==> config.mk <==
export PLATFORM = sky130hd
export DESIGN_NAME = seg7_scan_ctrl_flat
export DESIGN_NICKNAME = d
export VERILOG_FILES = /design/src/rtl/seg7_scan_ctrl_if.sv /design/src/rtl/seg7_scan_ctrl.sv /design/src/flat_wrapper.sv
export SDC_FILE = /design/constraint.sdc
export NUM_CORES = 1
export LEC_CHECK = 0
export BUFFER_PORTS_ARGS = -buffer_cell sky130_fd_sc_hd__buf_2
export CAP_MARGIN = 10
export CORE_MARGIN = 4
export CORE_UTILIZATION = 60
export DETAILED_ROUTE_END_ITERATION = 6
export GPL_ROUTABILITY_DRIVEN = 0
export HOLD_SLACK_MARGIN = 0.1
export PLACE_DENSITY = 0.82
export SYNTH_ARGS = -nofsm -noshare
export SYNTH_HDL_FRONTEND = slang
export SYNTH_SLANG_ARGS = --single-unit
==> constraint.sdc <==
create_clock -name clk_in -period 5.7 [get_ports clk_in]
set_input_delay 0.855 -clock clk_in [delete_from_list [all_inputs] [get_ports clk_in]]
set_output_delay 0.855 -clock clk_in [all_outputs]
set_load 0.01 [all_outputs]
==> src/rtl/seg7_scan_ctrl_if.sv <==
// Write-side handshake for the seven-segment scan controller.
// The CPU I/O path (master) offers a 32-bit value with wr_en; the
// controller (slave) takes it only while wr_ready is high.
interface seg7_scan_ctrl_if;
    logic        wr_en;
    logic [31:0] wr_data;
    logic        wr_ready;

    modport master (
        output wr_en,
        output wr_data,
        input  wr_ready
    );

    modport slave (
        input  wr_en,
        input  wr_data,
        output wr_ready
    );
endinterface

==> src/rtl/seg7_scan_ctrl.sv <==
// Eight-digit seven-segment scan controller.
// A written 32-bit value is held in a pending buffer and copied to the
// displayed value only at a frame boundary (tick while on digit 7), so a
// frame never shows a mix of old and new digits. Digits are scanned one
// per CLK_DIV cycles onto active-low segment/select pins.
// Optional feature: define SEG7_LZB_EN to blank leading zero digits
// (digit 0 is never blanked).
module seg7_scan_ctrl #(
    parameter int CLK_DIV = 50000
) (
    input  logic                    clk_in,
    input  logic                    reset,
    seg7_scan_ctrl_if.slave         wr,
    output logic                    frame_done,
    output logic [7:0]              o_seg,
    output logic [7:0]              o_sel
);

    localparam int DIV_W = (CLK_DIV > 1) ? $clog2(CLK_DIV) : 1;
    localparam logic [DIV_W-1:0] DIV_LAST = DIV_W'(CLK_DIV - 1);

    logic [DIV_W-1:0] div_cnt_q, div_cnt_d;
    logic [2:0]       dig_q, dig_d;
    logic [31:0]      disp_q, disp_d;
    logic [31:0]      pend_q, pend_d;
    logic             pend_v_q, pend_v_d;
    logic             wr_ready_q;
    logic             frame_done_q;
    logic [7:0]       o_seg_q, o_seg_d;
    logic [7:0]       o_sel_q, o_sel_d;

    logic             tick;
    logic             boundary;
    logic             wr_accept;
    logic [3:0]       nibble;
    logic [7:0]       hex_seg;
    logic [7:0]       digit_nz;

    assign tick      = (div_cnt_q == DIV_LAST);
    assign wr_accept = wr.wr_en && wr_ready_q;

    // digit_nz[i]: some nibble at position i or above is non-zero, i.e.
    // digit i is not a leading zero.
    generate
        for (genvar gi = 0; gi < 8; gi++) begin : g_nz
            assign digit_nz[gi] = |disp_q[31:4*gi];
        end
    endgenerate

    // Prescaler: free-running 0..CLK_DIV-1 counter.
    always_comb begin
        div_cnt_d = tick ? '0 : div_cnt_q + 1'b1;
    end

    // Digit ring state register (S0..S7).
    always_ff @(posedge clk_in or posedge reset) begin
        if (reset) begin
            dig_q <= 3'd0;
        end else begin
            dig_q <= dig_d;
        end
    end

    // Digit ring next state: advance on tick, 7 wraps to 0 naturally.
    always_comb begin
        dig_d = tick ? dig_q + 3'd1 : dig_q;
    end

    // Digit ring outputs: frame boundary and the next select/segment pattern.
    always_comb begin
        boundary = tick && (dig_q == 3'd7);
        o_sel_d  = ~(8'b1 << dig_q);
        nibble   = disp_q[4*dig_q +: 4];
        case (nibble)
            4'h0:    hex_seg = 8'hC0;
            4'h1:    hex_seg = 8'hF9;
            4'h2:    hex_seg = 8'hA4;
            4'h3:    hex_seg = 8'hB0;
            4'h4:    hex_seg = 8'h99;
            4'h5:    hex_seg = 8'h92;
            4'h6:    hex_seg = 8'h82;
            4'h7:    hex_seg = 8'hF8;
            4'h8:    hex_seg = 8'h80;
            4'h9:    hex_seg = 8'h90;
            4'hA:    hex_seg = 8'h88;
            4'hB:    hex_seg = 8'h83;
            4'hC:    hex_seg = 8'hC6;
            4'hD:    hex_seg = 8'hA1;
            4'hE:    hex_seg = 8'h86;
            default: hex_seg = 8'h8E;
        endcase
`ifdef SEG7_LZB_EN
        o_seg_d = ((dig_q != 3'd0) && !digit_nz[dig_q]) ? 8'hFF : hex_seg;
`else
        o_seg_d = hex_seg;
`endif
    end

    // Buffers: a write fills pend; the boundary sees the pre-write pend_v,
    // so a write landing on the boundary cycle waits for the next frame.
    always_comb begin
        pend_d   = wr_accept ? wr.wr_data : pend_q;
        pend_v_d = (pend_v_q && !boundary) || wr_accept;
        disp_d   = (boundary && pend_v_q) ? pend_q : disp_q;
    end

    // All registered state, cleared asynchronously; outputs idle all-off.
    always_ff @(posedge clk_in or posedge reset) begin
        if (reset) begin
            div_cnt_q    <= '0;
            disp_q       <= 32'd0;
            pend_q       <= 32'd0;
            pend_v_q     <= 1'b0;
            wr_ready_q   <= 1'b1;
            frame_done_q <= 1'b0;
            o_seg_q      <= 8'hFF;
            o_sel_q      <= 8'hFF;
        end else begin
            div_cnt_q    <= div_cnt_d;
            disp_q       <= disp_d;
            pend_q       <= pend_d;
            pend_v_q     <= pend_v_d;
            wr_ready_q   <= ~pend_v_d;
            frame_done_q <= boundary;
            o_seg_q      <= o_seg_d;
            o_sel_q      <= o_sel_d;
        end
    end

    assign wr.wr_ready = wr_ready_q;
    assign frame_done  = frame_done_q;
    assign o_seg       = o_seg_q;
    assign o_sel       = o_sel_q;

endmodule

==> src/flat_wrapper.sv <==
// flat-port wrapper written by rule: the top's interface ports become plain ports
module seg7_scan_ctrl_flat 
#(
    parameter int CLK_DIV = 50000
)
  (clk_in, reset, frame_done, o_seg, o_sel, wr_wr_en, wr_wr_data, wr_wr_ready);
  seg7_scan_ctrl_if wr_i ();
  input  logic clk_in;
  input  logic reset;
  output logic frame_done;
  output logic [7:0] o_seg;
  output logic [7:0] o_sel;
  input wire logic [$bits(wr_i.wr_en)-1:0] wr_wr_en;
  input wire logic [$bits(wr_i.wr_data)-1:0] wr_wr_data;
  output wire logic [$bits(wr_i.wr_ready)-1:0] wr_wr_ready;
  assign wr_i.wr_en = wr_wr_en;
  assign wr_i.wr_data = wr_wr_data;
  assign wr_wr_ready = wr_i.wr_ready;
  seg7_scan_ctrl #(.CLK_DIV(CLK_DIV)) u_core (.clk_in(clk_in), .reset(reset), .wr(wr_i), .frame_done(frame_done), .o_seg(o_seg), .o_sel(o_sel));
endmodule
==> results by group, run 1 <==
Die
  – Vert. Die Dim: 93.7 µm
  – Starting Density: 63.1%
  – Number of cell rows: 30
  – # IOs: 53
  – Full die area: 8780 µm²
  – Core area: 6980 µm²
  – Die W: 93.7 µm

Global routing
  – Total GRT Usage: 18.2%
  – First-pass GRT wire length: 12300 µm
  – Largest net degree at the start of global routing: 54
  – GR Overflow Total: 0
  – Antenna violations before repair: 0
  – Number of global-route vias before repair: 2554

Logic synthesis
  – Synth top area share: 48.3%
  – Synth warnings: 0
  – XOR/XNOR Fraction of Synth Area: 2.58%
  – Largest family of logic cells by synthesized area: multiplexers
  – Mux cell area share after synthesis: 24.5%
  – Synthesis-stage register bit count: 101
  – Post-synthesis simple-gate area fraction: 6.56%
  – Syn nets: 351
  – Sequential-to-total area share from yosys stat: 57.8%
  – Compound-cell area share of the yosys netlist: 2.27%
  – Post-synth top area cell: dfrtp_1
  – Cell area after synthesis: 4410 µm²
  – Syn avg cell area: 14.5 µm²
  – Synth area leaders: dfrtp_1 48%, dfstp_2 9.5%, mux2_1 8.4%, mux2_2 8.4%, ha_1 3.4%
  – Netlist cell types: 42
  – Adder-cell share of the synthesized area: 3.41%
  – Post-Syn Instances: 304

Pwr
  – Design Power: 1390 µW
  – PD cells: 282 nW/µm²
  – Pleak: 0.00243 µW
  – Peak supply drop: 0.207 mV

Clock network
  – TritonCTS Sinks: 101
  – Post-CTS sizing: 0
  – # Post-CTS Setup Buffers: 0
  – Longest Clk Path Bufs: 2
  – CTS buffer count: 9
  – TritonCTS clock tree: done
  – Post-CTS Hold Buffers: 0
  – Clk root buf: clkbuf_8
  – Clock latency on the worst-skew pair: 0.37 ns
  – H-tree depth: 3
  – Clk pin slew, worst setup/hold paths: 0.09 ns

Route
  – Per-cell routed wire length: 16.0 µm
  – Vias per cell: 5.38
  – WL final: 7300 µm
  – DRT antenna net count: 0
  – Drt drc: 0
  – Detailed Route Iter0 Violations: 60
  – Vias: 2459
  – Drt first pass iters: 4

Cells and area
  – Share of layout cells above drive strength 1: 35.2%
  – Final Util: 70.7%
  – Fin nets: 403
  – Area Growth Syn to Fin: 12.0%
  – Fillers: 487
  – Number of diodes: 0

Placement
  – Port bufs: 51
  – HPWL Detailed: 5020 µm

STA
  – Setup violation total in the final timing report: 0
  – Final Max Tran Viols: 0
  – Slew margin rel.: 56.2%
  – Max Clock Freq: 367 MHz
  – Min Tclk post-route: 2.73 ns
  – Final hold vios: 0
  – Final Cycle Share: 47.8%
  – RSZ-0062 raised after global routing: no
  – Setup Skew: 0.0115 ns
  – Final hold slack: 0.459 ns
  – Setup tns final: 0 ns
  – Slew at the pin with the worst max-slew slack: 0.656 ns

Worst setup path
  – Worst EP required: 5.99 ns
  – Worst-path maximum fanout: 11
  – Setup crit start kind: flip-flop
  – Crit end category: flip-flop
  – Setup CP Type: flip-flop to flip-flop
  – Worst path arrival time: 3.02 ns

Job
  – Max Cap Violations: 0

Worst hold path
  – Worst min-delay path class: flip-flop to flip-flop

Status
  – Status: completed
[Yosys cell counts (all sizes together)]
library cell,n
dfrtp,85
mux2,67
dfstp,16
nand2,14
ha,12
inv,12
buf,11
mux2i,10
mux4,8
nor2,8
xor2,8
and3,6
nand3,6
o21ai,5
xnor2,5
and4,4
nor4b,3
or3,3
a21oi,2
a22o,2
and2,2
clkbuf,2
nand4,2
nor4bb,2
a211o,1
a21boi,1
a2bb2oi,1
a31oi,1
conb,1
nor2b,1
nor3b,1
o2bb2ai,1
o31ai,1
[final timing paths]
kind,start,to,cells past startpoint,slack (ns)
setup / recovery,u_core.dig_q[0]$_DFFE_PP0N_,u_core.o_seg[0]$_DFF_PP1_,6,2.97
hold / removal,u_core.div_cnt_q[0]$_DFF_PP0_,u_core.div_cnt_q[0]$_DFF_PP0_,1,0.46
setup reg to reg,u_core.dig_q[0]$_DFFE_PP0N_,u_core.o_seg[0]$_DFF_PP1_,6,2.97
hold reg to reg,u_core.div_cnt_q[0]$_DFF_PP0_,u_core.div_cnt_q[0]$_DFF_PP0_,1,0.46
max in group asynchronous,reset,u_core.disp_q[24]$_DFFE_PP0P_,3,4.07
min in group asynchronous,reset,u_core.disp_q[6]$_DFFE_PP0P_,2,0.55
[metrics by stage]
| stage | area [µm²] | std cells | worst slack [ns] |
|---|---|---|---|
| 2_1_floorplan | 4410 | 304 | 2.22 |
| 3_3_place_gp | 4730 | 441 | 3.04 |
| 3_5_place_dp | 4730 | 441 | 2.98 |
| 4_1_cts | 4930 | 457 | 2.97 |
| 5_1_grt | 4930 | 457 | 2.76 |
| 6_report | 4930 | 457 | 2.97 |
[state kept, by name, summed over array words and instances (netlist names)]
register and count:
u_core.o_sel 8, u_core.div_cnt_q 16, u_core.o_seg 7, u_core.frame_done 1, u_core.pend_v_q 1, u_core.wr.wr_ready 1, u_core.pend_q 32, u_core.disp_q 32
u_core.dig_q 3
[critical path, stage by stage (launching register included)]
cell and delay (ns):
dfrtp_1 0.71, mux4_1 0.67, mux2i_1 0.46, inv_1 0.14, ha_1 0.28, and3_1 0.16, a211o_1 0.23
[cell families after synthesis]
group                      count (synthesis)
AOI/OAI and AO/OA                         15
other                                      1
buffers and inverters                     25
adders and majority gates                 12
muxes                                     85
xor gates and xnor gates                  13
and+or+nand+nor                           52
DFF                                      101
[area by class of cell]
type                       instances  area, µm²  area share, %
clock inverter                     6       78.8           1.60
tap                               96        120           2.43
sequential                       101       2550           51.6
timing repair buffer              54        278           5.63
inverter                          12       47.5          0.963
clock buffer                      10        128           2.59
multi-input combinational        178       1740           35.2
[cell usage in the layout, fill, tap and decap left out, drive strengths merged, types with 2 or more instances in the layout]
cell	instances
dfrtp	85
mux2	67
buf	54
dfstp	16
inv	15
nand2	14
ha	12
clkbuf	10
mux2i	10
nor2	8
xor2	8
mux4	8
and3	6
nand3	6
xnor2	5
o21ai	5
and4	4
nor4b	3
or3	3
nor4bb	2
a22o	2
a21oi	2
and2	2
nand4	2
clkinv	2
[power breakdown]
group          switching, µW  internal, µW  leakage (µW)
clock                    252           212      0.000105
combinational           37.8          63.1       0.00106
sequential              39.7           787       0.00126
total                    330          1060       0.00243
[metal layers]
| layer | GRT usage [%] | vias up | part of all wire (%) |
|---|---|---|---|
| met2 | 29.4 | 45 | 50 |
| met4 | 5.42 | 0 | 1.2 |
| met1 | 23.8 | 1237 | 45 |
| met3 | 5.37 | 9 | 4.5 |
| met5 | 0 | - | 0 |
| li1 | - | 1168 | - |
Power figures use the tool's default switching activity.
==> inputs of run 2 (changes only) <==
- CORE_UTILIZATION: 60 -> 58
- PLACE_DENSITY: 0.82 -> 0.8
- clock period: 5.7 -> 2.6 ns (I/O delays scaled with it)
==> run 2 against run 1 <==
Sequential share of layout area down 1.2 points. Clock skew about the same. Combinational power up 130%. Highest routed layer unchanged.
==> results by group, run 2 (synthesis gave the netlist of run 1 again) <==
Worst setup path
  – Worst EP required: 2.89 ns (-3.10 ns)
  – R2R setup slack: 0.32 ns (-2.65 ns)
  – Crit end category: flip-flop
  – Setup CP Type: flip-flop to flip-flop
  – Worst path arrival time: 2.57 ns (-0.45 ns)
  – Worst-path maximum fanout: 14 (+3)
  – Setup crit start kind: flip-flop

Clock network
  – Clock latency on the worst-skew pair: 0.36 ns (about the same)
  – CTS buffer count: 9 (unchanged)
  – Clk pin slew, worst setup/hold paths: 0.10 ns (about the same)
  – TritonCTS clock tree: done
  – TritonCTS Sinks: 101 (unchanged)
  – # Post-CTS Setup Buffers: 0 (unchanged)
  – Clk root buf: clkbuf_8
  – Post-CTS sizing: 0 (unchanged)
  – Longest Clk Path Bufs: 2 (unchanged)
  – H-tree depth: 3 (unchanged)

Die
  – Full die area: 9060 µm² (+3.2%)
  – # IOs: 53 (unchanged)
  – Starting Density: 60.1% (-3.0 points)
  – Vert. Die Dim: 95.2 µm (+1.6%)
  – Die W: 95.2 µm (+1.6%)
  – Number of cell rows: 31 (+3.3%)
  – Core area: 7330 µm² (+5.0%)

Pwr
  – PD cells: 629 nW/µm² (+120%)
  – Pleak: 0.00248 µW (+2.0%)
  – Design Power: 3180 µW (+130%)
  – Peak supply drop: 0.545 mV (+160%)

STA
  – Setup ws final: 0.322 ns (-2.65 ns)
  – Final Max Tran Viols: 0 (unchanged)
  – Setup tns final: 0 ns (unchanged)
  – Setup violation total in the final timing report: 0 (unchanged)
  – Slew margin rel.: 60.6% (+4.3 points)
  – Min Tclk post-route: 2.28 ns (-0.448 ns)
  – Final hold vios: 0 (unchanged)
  – RSZ-0062 raised after global routing: no
  – Slew at the pin with the worst max-slew slack: 0.590 ns (-0.0665 ns)
  – Setup Skew: 0.0113 ns (-0.000132 ns)
  – Final Cycle Share: 87.6% (+40 points)
  – Max Clock Freq: 439 MHz (+20%)

Status
  – Status: completed

Global routing
  – Antenna violations before repair: 0 (unchanged)
  – Total GRT Usage: 18.8% (+0.67 points)
  – Largest net degree at the start of global routing: 37 (-31%)
  – GR Overflow Total: 0 (unchanged)
  – First-pass GRT wire length: 12900 µm (+4.7%)
  – Number of global-route vias before repair: 2691 (+5.4%)

Cells and area
  – Storage cell area: 2550 µm² (unchanged)
  – Number of diodes: 0 (unchanged)
  – Fin nets: 410 (+1.7%)
  – Commonest non-fill, non-tap cell in the layout: dfrtp_1
  – Area occupied by multi-input gates: 1740 µm² (unchanged)
  – Fillers: 533 (+9.4%)
  – Non-Filler Instances: 467 (+2.2%)
  – Area Growth Syn to Fin: 14.7%
  – Share of layout cells above drive strength 1: 36.4% (+1.2 points)
  – Top Registers: u_core.disp_q: 32 flops, u_core.pend_q: 32 flops, u_core.div_cnt_q: 16 flops
  – Most frequent cells in the layout: 85 x dfrtp_1, 51 x buf_2, 33 x mux2_2, 33 x mux2_1, 16 x dfstp_2

Route
  – Detailed Route Iter0 Violations: 59 (-1.7%)
  – WL final: 7490 µm (+2.7%)
  – Drt first pass iters: 4 (unchanged)
  – Vias: 2526 (+2.7%)
  – Drt drc: 0 (unchanged)
  – DRT antenna net count: 0 (unchanged)
  – Vias per cell: 5.41 (+0.53%)
  – Per-cell routed wire length: 16.0 µm (+0.49%)

Placement
  – HPWL Detailed: 5490 µm (+9.4%)
  – Placed cells: 450 (+2.0%)
  – Setup WS pre-CTS: 0.331 ns (-2.65 ns)
  – Port bufs: 51 (unchanged)

Job
  – Max Cap Violations: 0 (unchanged)

Worst hold path
  – Worst min-delay path class: input port to flip-flop
[run 2: cell types whose count changed in the layout (fill, tap and decap cells not counted), sizes merged]
cell | previous run | this run
clkbuf | 10 | 9
clkinv | 2 | 1
inv | 15 | 14
dlygate4sd3 | 0 | 1
clkinvlp | 0 | 2
buf | 54 | 60
bufinv | 1 | 2
[run 2: layout make-up]
cell class | count | share of cell area, %
Timing Repair Buffer | 61 | 7.08
Clock inverter | 7 | 2.28
Inverter | 12 | 0.966
Tap cell | 99 | 2.45
Clock buffer | 9 | 2.45
Multi-Input combinational cell | 178 | 34.3
Sequential cell | 101 | 50.4
[run 2: per-stage QoR]
stage	utilization, %	hold WS [ns]	cell area [µm²]
3_5_place_dp	65.5	0.444	4800
2_1_floorplan	-	0.412	4410
5_1_grt	68.9	0.230	5050
3_3_place_gp	65.5	0.439	4800
6_report	68.9	0.248	5050
4_1_cts	68.9	0.235	5050
[run 2: worst paths after layout]
check	to	startpoint	cells past startpoint
hold / removal	u_core.pend_q[21]$_DFFE_PP0P_	wr_wr_data[21]	2
setup / recovery	u_core.o_seg[4]$_DFF_PP1_	u_core.dig_q[0]$_DFFE_PP0N_	5
setup reg to reg	u_core.o_seg[4]$_DFF_PP1_	u_core.dig_q[0]$_DFFE_PP0N_	5
hold reg to reg	u_core.div_cnt_q[0]$_DFF_PP0_	u_core.div_cnt_q[0]$_DFF_PP0_	1
max in group asynchronous	u_core.o_seg[0]$_DFF_PP1_	reset	4
min in group asynchronous	u_core.div_cnt_q[2]$_DFF_PP0_	reset	3
[run 2: what timing repair did]
item                       CTS  global route
hold buffers                 1             0
hold endpoints to repair    23             0
setup endpoints to repair    0             0
[run 2: power breakdown]
| group | switching, µW | leakage, µW | total, µW | internal, µW |
|---|---|---|---|---|
| sequential | 90.1 | 0.00126 | 1820 | 1730 |
| combinational | 85.3 | 0.00110 | 229 | 143 |
| clock | 568 | 0.000117 | 1130 | 567 |
| total | 744 | 0.00248 | 3180 | 2440 |
[run 2: worst max-delay path, cell delays in order (launching register included)]
cell and delay (ns):
dfrtp_1 0.54, buf_4 0.22, mux4_2 0.53, mux2i_4 0.40
mux2_2 0.40, o21ai_1 0.12
[run 2: routing by layer]
layer  GRT usage, %  vias up  part of all wire, %
met5              0        -                    0
met4           6.13        0                  1.9
met3           5.13       13                  4.5
met2           32.8       57                   53
met1           22.7     1265                   41
li1               -     1191                    -
